<file path="src/rtl/text_pixel_gen_pkg.sv">
// Shared text-mode constants: font geometry, attribute word layout and the
// sideband payloads carried alongside the pixel pipeline.
package text_pixel_gen_pkg;

   localparam int unsigned FONT_W           = 8;
   localparam int unsigned FONT_H           = 16;
   localparam int unsigned COL_W            = $clog2(FONT_W);
   localparam int unsigned ROW_W            = $clog2(FONT_H);
   localparam int unsigned ADDR_W           = 12;
   localparam int unsigned CHAR_LSB         = 0;
   localparam int unsigned CHAR_W           = 8;
   localparam int unsigned FG_LSB           = 8;
   localparam int unsigned BG_LSB           = 12;
   localparam int unsigned COLOR_W          = 4;
   localparam int unsigned CURSOR_ROW_FIRST = 14;

   typedef struct packed {
      logic             active;
      logic             hsync;
      logic             vsync;
      logic [COL_W-1:0] col;
      logic [ROW_W-1:0] row;
      logic             cursor_hit;
   } sideband_t;

   typedef struct packed {
      sideband_t          sb;
      logic [COLOR_W-1:0] fg;
      logic [COLOR_W-1:0] bg;
   } attr_sideband_t;

   localparam sideband_t SB_IDLE = '{
      active: 1'b0, hsync: 1'b1, vsync: 1'b1,
      col: '0, row: '0, cursor_hit: 1'b0
   };

   localparam attr_sideband_t ASB_IDLE = '{sb: SB_IDLE, fg: '0, bg: '0};

endpackage

</file>
<file path="src/rtl/text_pixel_gen_sideband_delay.sv">
// N-stage, W-bit register delay line with a per-bit reset value, used to keep
// pixel sidebands aligned with the memory fetch pipeline.
module sideband_delay #(
   parameter int unsigned   N       = 1,
   parameter int unsigned   W       = 1,
   parameter logic [W-1:0]  RST_VAL = '0
) (
   input  logic         clk,
   input  logic         rst_n,
   input  logic [W-1:0] d,
   output logic [W-1:0] q
);

   logic [W-1:0] stage [N];

   always_ff @(posedge clk or negedge rst_n) begin
      if (!rst_n) begin
         for (int i = 0; i < int'(N); i++) stage[i] <= RST_VAL;
      end else begin
         stage[0] <= d;
         for (int i = 1; i < int'(N); i++) stage[i] <= stage[i-1];
      end
   end

   assign q = stage[N-1];

endmodule

</file>
<file path="src/rtl/text_pixel_gen.sv">
// Text-mode pixel generator: text RAM fetch, glyph ROM fetch, bit select with
// blinking underline cursor, and sync delay matched to the 3-cycle pipeline.
module text_pixel_gen
   import text_pixel_gen_pkg::*;
#(
   parameter int unsigned COLS       = 80,
   parameter int unsigned ROWS       = 30,
   parameter int unsigned BLINK_BITS = 6
) (
   input  logic              clk,
   input  logic              rst_n,
   input  logic [9:0]        pix_x,
   input  logic [9:0]        pix_y,
   input  logic              active,
   input  logic              hsync_in,
   input  logic              vsync_in,
   input  logic              cursor_en,
   input  logic [6:0]        cursor_col,
   input  logic [4:0]        cursor_row,
   output logic [ADDR_W-1:0] tram_addr,
   input  logic [15:0]       tram_q,
   output logic [ADDR_W-1:0] glyph_addr,
   input  logic [7:0]        glyph_q,
   output logic [3:0]        pix_color,
   output logic              hsync_out,
   output logic              vsync_out
);

   localparam int unsigned CELLS = COLS * ROWS;

   logic [6:0]            cx;
   logic [5:0]            cy;
   logic [ADDR_W-1:0]     cell_addr_c;
   logic                  cursor_hit_c;
   sideband_t             sb0_c;
   sideband_t             sb1;
   attr_sideband_t        asb1_c;
   attr_sideband_t        asb2;
   logic                  pixel_bit_c;
   logic                  blink_on;
   logic                  vsync_q;
   logic [BLINK_BITS-1:0] frame_cnt;

   assign cx = pix_x[9:COL_W];
   assign cy = pix_y[9:ROW_W];

   // Row-major cell address; the 80-column layout uses 64+16 shift-add.
   if (COLS == 80 && CELLS <= (1 << ADDR_W)) begin : g_shift_add
      assign cell_addr_c = ADDR_W'({cy, 6'b0}) + ADDR_W'({cy, 4'b0}) + ADDR_W'(cx);
   end else begin : g_mul
      assign cell_addr_c = ADDR_W'(32'(cy) * COLS + 32'(cx));
   end

   assign cursor_hit_c = cursor_en && (cx == cursor_col) && (cy == {1'b0, cursor_row});

   assign sb0_c = '{
      active: active, hsync: hsync_in, vsync: vsync_in,
      col: pix_x[COL_W-1:0], row: pix_y[ROW_W-1:0], cursor_hit: cursor_hit_c
   };

   sideband_delay #(.N(1), .W($bits(sideband_t)), .RST_VAL(SB_IDLE)) u_sb1 (
      .clk   (clk),
      .rst_n (rst_n),
      .d     (sb0_c),
      .q     (sb1)
   );

   assign asb1_c = '{
      sb: sb1,
      fg: tram_q[FG_LSB +: COLOR_W],
      bg: tram_q[BG_LSB +: COLOR_W]
   };

   sideband_delay #(.N(1), .W($bits(attr_sideband_t)), .RST_VAL(ASB_IDLE)) u_sb2 (
      .clk   (clk),
      .rst_n (rst_n),
      .d     (asb1_c),
      .q     (asb2)
   );

   // Stage 0/1 memory address registers.
   always_ff @(posedge clk or negedge rst_n) begin
      if (!rst_n) begin
         tram_addr  <= '0;
         glyph_addr <= '0;
      end else begin
         tram_addr  <= cell_addr_c;
         glyph_addr <= {tram_q[CHAR_LSB +: CHAR_W], sb1.row};
      end
   end

   // Frame counter advances on each vsync falling edge; MSB is the blink phase.
   always_ff @(posedge clk or negedge rst_n) begin
      if (!rst_n) begin
         vsync_q   <= 1'b1;
         frame_cnt <= '0;
      end else begin
         vsync_q <= vsync_in;
         if (vsync_q && !vsync_in) frame_cnt <= frame_cnt + BLINK_BITS'(1);
      end
   end

   assign blink_on = ~frame_cnt[BLINK_BITS-1];

   always_comb begin
      pixel_bit_c = glyph_q[COL_W'(COL_W'(FONT_W - 1) - asb2.sb.col)];
      if (asb2.sb.cursor_hit && blink_on && (asb2.sb.row >= ROW_W'(CURSOR_ROW_FIRST)))
         pixel_bit_c = 1'b1;
   end

   // Stage 2 colour and sync outputs.
   always_ff @(posedge clk or negedge rst_n) begin
      if (!rst_n) begin
         pix_color <= '0;
         hsync_out <= 1'b1;
         vsync_out <= 1'b1;
      end else begin
         pix_color <= asb2.sb.active ? (pixel_bit_c ? asb2.fg : asb2.bg) : '0;
         hsync_out <= asb2.sb.hsync;
         vsync_out <= asb2.sb.vsync;
      end
   end

endmodule
</file>
<file path="config.mk">
export PLATFORM = sky130hd
export DESIGN_NAME = text_pixel_gen
export DESIGN_NICKNAME = d
export VERILOG_FILES = /design/src/rtl/text_pixel_gen_pkg.sv /design/src/rtl/text_pixel_gen_sideband_delay.sv /design/src/rtl/text_pixel_gen.sv
export SDC_FILE = /design/constraint.sdc
export NUM_CORES = 1
export LEC_CHECK = 0
export CORE_ASPECT_RATIO = 1.4
export CORE_UTILIZATION = 40
export CTS_CLUSTER_DIAMETER = 120
export DETAILED_ROUTE_END_ITERATION = 6
export PLACE_DENSITY_LB_ADDON = 0.05
export SLEW_MARGIN = 20
export SYNTH_ARGS = -nofsm -noshare
export SYNTH_HDL_FRONTEND = slang
export SYNTH_SLANG_ARGS = --single-unit
export TNS_END_PERCENT = 100
</file>
<file path="constraint.sdc">
create_clock -name clk -period 2.6 [get_ports clk]
set_input_delay 0.52 -clock clk [delete_from_list [all_inputs] [get_ports clk]]
set_output_delay 0.52 -clock clk [all_outputs]
set_load 0.02 [all_outputs]
</file>
==> qor.csv, run 1 <==
metric,value,unit
grt_overflow,0,
antenna_found_initial,0,
dr.pass1.iters,4,
powerDensity,690,nW/um^2
ys_ff_latch,62,
swShare,0.252,
wl,4.56,mm
ctsHtreeMaxLevel,3,
cts_max_path_buffers,2,
place_congestion,0.823,
worst_setup_path_end_kind,flop,
holdCritPathClass,input port to async pin,
period_needed,2.51,ns
crit_slowest_cell,fa_1,
grt_pass1_vias,1683,
initial_core_util,0.419,
cp.arrival,2.74,ns
ys_top_cells_by_count,"dfrtp_1 (56), xnor2_1 (13), ha_1 (12), nand2_1 (11), inv_1 (10)",
worstPathCellList,clkdlybuf4s50_1 -> inv_1 -> fa_1 -> inv_1 -> buf_4 -> ha_1 -> a21o_1 -> a21oi_4 -> or4_4 -> o2111ai_2,
pwr-share-seq,0.458,
crit_path_frequent_cell,inv_1,
wl_per_cell,13.4,um
maxCapViolCount,0,
track_usage,0.175,
ctsHoldBuffers,0,
syn_inst,159,
min_period_over_period,0.964,
syn-num-nets,235,
switchingPower,626,uW
synth_top_area_frac,0.601,
p_int,1860,uW
clk_latency,0.32,ns
worstPathMaxFanout,3,
reg2reg_slack,1.11,ns
leakagePower,0.00160,uW
die_area,6140,sq um
synthArstFlopShare,1.00,
synthesis.area,2330,sq um
drc,0,
max_freq,399,MHz
ys.flop_type,dfrtp_1,
syn_to_final_growth,54.5,%
io_buffers,91,
total_power,2490,uW
vdd_drop_max,0.347,mV
r2r_cells,4,
grt_pass1_wl,7.55,mm
layout.nets,343,
setup_viol,0,
diodes,0,
pin_count,92,
outcome,"complete, no violations",
synthDistinctLibCells,27,
ys_top_cells_by_area,"dfrtp_1 (60%), dfstp_2 (6.8%), ha_1 (6.4%)",
via_count,1561,
fin_ws,0.0931,ns
dieWidth,66.5,um
yosysTopAreaCell,dfrtp_1,
synth.most_common_cell,dfrtp_1,
fin_worst_skew,0.00500,ns
grt_max_degree,31,
fin_util,0.647,
fillers,445,
tightest_slew,0.629,ns
maxSlewHeadroom,0.581,
cts_setup_buffers,0,
core,5570,sq um
drtIter0Drc,41,
combPwrFrac,0.206,
slowest_delay,0.50,ns
cts_resized,0,
rows,32,
drive_gt1_frac,0.151,
cts_tree,yes,
clkPwrFrac,0.337,
maxSlewViolCount,0,
cp.required,2.84,ns
synth_edf_count,0,
clkSinkCount,62,
post_dp_cell_area,3370,sq um
dp_hpwl,3.63,mm
design_area,3600,sq um
cts.reportedPaths.clkPinSlew,0.07,ns
root_buffer,clkbuf_8,
ys_warn_count,0,
post-place-ws,-0.294,ns
dieHeight,92.4,um
ys_seq_area_frac,0.668,
timing_worst_setup_path_type,input port to flop,
cts_buffers,9,
ant_nets,0,
vias_per_cell,4.59,
avgSynthCellArea,14.7,sq um
startpoint_type,input port,
finalHoldViolCount,0,
-- metrics by stage --
step / hold WS (ns) / std cells / setup TNS [ns]
finish: 0.210 / 340 / 0
global route: 0.251 / 340 / -0.00379
CTS: 0.224 / 340 / 0
detailed placement: 0.336 / 324 / -1.11
global placement: 0.332 / 324 / -0.906
floorplan: 0.224 / 159 / 0
-- final timing paths --
kind                                            start                      end
worst max-delay path                         pix_y[4]  tram_addr[10]$_DFF_PN0_
worst min-delay path                            rst_n    u_sb2.q[14]$_DFF_PN0_
worst max register to register  u_sb2.q[14]$_DFF_PN0_   pix_color[0]$_DFF_PN0_
worst min register to register   u_sb1.q[1]$_DFF_PN0_     u_sb2.q[9]$_DFF_PN0_
max in group asynchronous                       rst_n    u_sb2.q[17]$_DFF_PN1_
min in group clk                 u_sb1.q[1]$_DFF_PN0_     u_sb2.q[9]$_DFF_PN0_
-- layer usage --
layer | wire length [um] | GRT usage | vias to the layer above
met2 | 2620 | 0.307 | 46
li1 | - | - | 750
met1 | 1600 | 0.178 | 758
met3 | 260 | 0.0665 | 7
met5 | 0 | 0 | -
met4 | 80 | 0.0798 | 0
-- cells by family (layout without fill, tap and decap cells) --
family,after synthesis,count (layout),share of synthesized area
adder cells (fa/ha/maj),14,14,0.0815
buffers and inverters,16,129,0.0338
XOR/XNOR,20,20,0.0751
AND/OR/NAND/NOR,26,26,0.0553
flip-flops,62,62,0.668
multiplexers,10,10,0.0488
AO/OA/AOI/OAI,11,11,0.0370
-- area by class of cell --
cell class	count	area, sq um	area share
repair buffers	103	998	0.277
clock inverters	3	42.5	0.0118
inverters	10	37.5	0.0104
flip-flops and latches	62	1560	0.433
well taps	68	85.1	0.0236
clock buffers	13	159	0.0441
multi-input cells	81	722	0.200
-- power groups by stage --
stage          Sequential (uW)  Combinational, uW  Clock [uW]
3_5_place_dp              1150                504           0
5_1_grt                   1150                559         910
3_3_place_gp              1150                490           0
2_1_floorplan             1200                171           0
4_1_cts                   1140                506         858
6_report                  1140                511         837
-- critical path: cells and delay by family --
family                   cells  cell delay (ns)
AND/OR/NAND/NOR              1             0.42
buffers and inverters        4             0.73
AO/OA/AOI/OAI                3             0.30
adder cells (fa/ha/maj)      2             0.77
-- flip-flops by register name (all words and copies together) (netlist names) --
name and flops:
glyph_addr 8, u_sb2.q 19, tram_addr 12, hsync_out 1
u_sb1.q 11, pix_color 4, vsync_out 1, frame_cnt 6
-- cells in the final DEF, fill, tap and decap left out, types with 2 or more instances in the layout --
master,instances
a21o_1,2
a31oi_1,2
buf_4,12
clkbuf_1,2
clkbuf_8,11
clkdlybuf4s50_1,89
dfrtp_1,56
dfstp_2,6
ha_1,12
inv_1,10
mux2i_1,8
nand2_1,11
nand4_1,5
nor2_1,3
nor3_1,2
o2111ai_1,2
xnor2_1,13
xor2_1,7
Note: power is estimated with default switching activity, not from simulation.
==> run 2, diff against run 1 <==
CAP_MARGIN = 20   (was not set)
==> results of run 2 <==
Final layout, timing and power as in run 1 (identical DEF).
==> RTL edit: new RTL, config.mk and constraints of run 1 <==
Change the parameter `BLINK_BITS` from 6 to 8.
--- a/src/rtl/text_pixel_gen.sv
+++ b/src/rtl/text_pixel_gen.sv
@@ -7,3 +7,3 @@
    parameter int unsigned ROWS       = 30,
-   parameter int unsigned BLINK_BITS = 6
+   parameter int unsigned BLINK_BITS = 8
 ) (
Check against the original RTL: no difference found for any inputs over 10 cycles, from zero or initial values and one cycle with rst_n low; that may be too few to reach the edited logic, so the function may still have changed.
==> RTL edit against run 1 <==
The flow now finishes with violations (design-rule violations). First-iteration DRC count rose by 20%. Final area rose by 0.73%. Power fell by 5.0%. Worst setup slack improved by 0.067 ns. Wire length rose by 5.2%. Largest power group unchanged. Area after synthesis rose by 3.6%. Sequential cell count rose by 2. Register-to-register slack got worse by 0.12 ns. Critical endpoint is now tram_addr[11].
==> RTL edit: results (changes against run 1) <==
Iter 0 DRT Violations=49 (+20%); Tot GR Track Use=0.170 (-0.00434); Worst path max stage delay=0.54 ns (+0.04 ns); Worst VDD drop=0.000260 V (-25%); routed wire length=4800 um (+5.2%); Slew HR=0.777 (+0.196); status=complete, but fails checks; input/output buffers=91 (unchanged); FF-to-FF path depth=4 (unchanged); Num CTS Buffers=9 (unchanged); async set or reset register ratio after synthesis=1.00 (unchanged); synth top area cells=dfrtp_1, dfstp_2, ha_1; Leak Pwr=1.58 nW (-1.3%); Clock H-tree levels=3 (unchanged); Nets=347 (+1.2%); fillcell total=481 (+8.1%); initial antenna violation count=0 (unchanged); Top delay family on crit path=adder cells; vias in the first global route=1711 (+1.7%); crit-path max FO=3 (unchanged); CTS Root Cell=clkbuf_8; postcts setup bufs=0 (unchanged); first-pass GRT wire length=7670 um (+1.6%); Worst-Skew Late Latency=0.33 ns; Final HPWL DP=3680 um (+1.3%); Largest register FFs=19 (unchanged); # rows=33 (+3.1%); Pint=1.74 mW (-6.7%); yosys warns=0 (unchanged); post-synthesis sequential area ratio=0.666 (-0.00282); ant diodes=0 (unchanged); Worst Clk Skew=0.0103 ns (+0.00530 ns); Synth Flop Type=dfrtp_1; largest net degree at the start of global routing=65 (+110%); ranking of synthesized cells by instance count=dfrtp_1, xnor2_1, ha_1; share of cells above drive strength 1=0.127 (-0.0239); Clock Power Share=0.293 (-0.044); R2R Setup Slk=0.99 ns (-0.12 ns); Vias/cell=4.61 (+0.47%); failing checks=design-rule violations; Worst R2R End=frame_cnt[7]; Worst Hold Class=in -> async; Syn Nets=239 (+1.7%); worst hold slack=0.188 ns (-0.0215 ns); Reg clk slew, reported paths=0.07 ns (about the same); CTS max path bufs=2 (unchanged); RD Place Congestion=0.785 (-4.6%); DRT Pass-1 Iters=5 (+1); Max stage delay cell, worst path=fa_1; DR DRC count=2 (+2); CP arrival=2.67 ns (-0.07 ns); post-cts resize count=0 (unchanged); Crit Reg-Reg Startpoint=u_sb1.q[8]; distinct cell type count after synthesis=34 (+26%); Reg power frac=0.497 (+0.039)
RTL edit: worst max-delay path by stage:
stage | slack (ns) | endpoint | cells after the start | start
6_report | 0.16 | tram_addr[11] | 7 | pix_x[9]
5_1_grt | 0.03 | tram_addr[11] | 7 | pix_x[9]
4_1_cts | 0.12 | tram_addr[11] | 7 | pix_x[9]
3_5_place_dp | -0.24 | tram_addr[11] | 7 | pix_x[9]
3_3_place_gp | -0.19 | tram_addr[11] | 7 | pix_x[9]
2_1_floorplan | 0.31 | tram_addr[11] | 6 | pix_x[9]
RTL edit: layout make-up:
cell class / instances / area, um2 / area share
inverters: 4 / 15.0 / 0.00414
multi-input cells: 89 / 752 / 0.207
clock buffers: 12 / 135 / 0.0372
repair buffers: 103 / 1010 / 0.278
well taps: 70 / 87.6 / 0.0241
flip-flops and latches: 64 / 1610 / 0.443
clock inverters: 4 / 22.5 / 0.00620
RTL edit: cell families after synthesis:
group,Yosys count,share of synthesized area
AND/OR/NAND/NOR,33,0.0740
buffers and inverters,10,0.0248
AO/OA/AOI/OAI,10,0.0300
XOR/XNOR,22,0.0797
adder cells (fa/ha/maj),14,0.0787
flip-flops,64,0.666
multiplexers,10,0.0471
RTL edit: stage by stage:
stage                     power, mW  area [um2]  std cells  utilization  setup slack, ns
after floorplan                1.41        2420        163            -            0.308
after global placement         1.68        3470        330        0.592           -0.186
after detailed placement       1.69        3470        330        0.592           -0.239
after CTS                      2.40        3630        346        0.618            0.116
after global routing           2.49        3630        346        0.619           0.0295
final                          2.36        3630        346        0.619            0.160
RTL edit: layer usage:
metal / up-vias / global-route usage / wire length, um
li1: 768 / - / -
met1: 772 / 0.169 / 1710
met2: 49 / 0.297 / 2690
met3: 7 / 0.0558 / 307
met4: 0 / 0.101 / 85
met5: - / 0 / 0
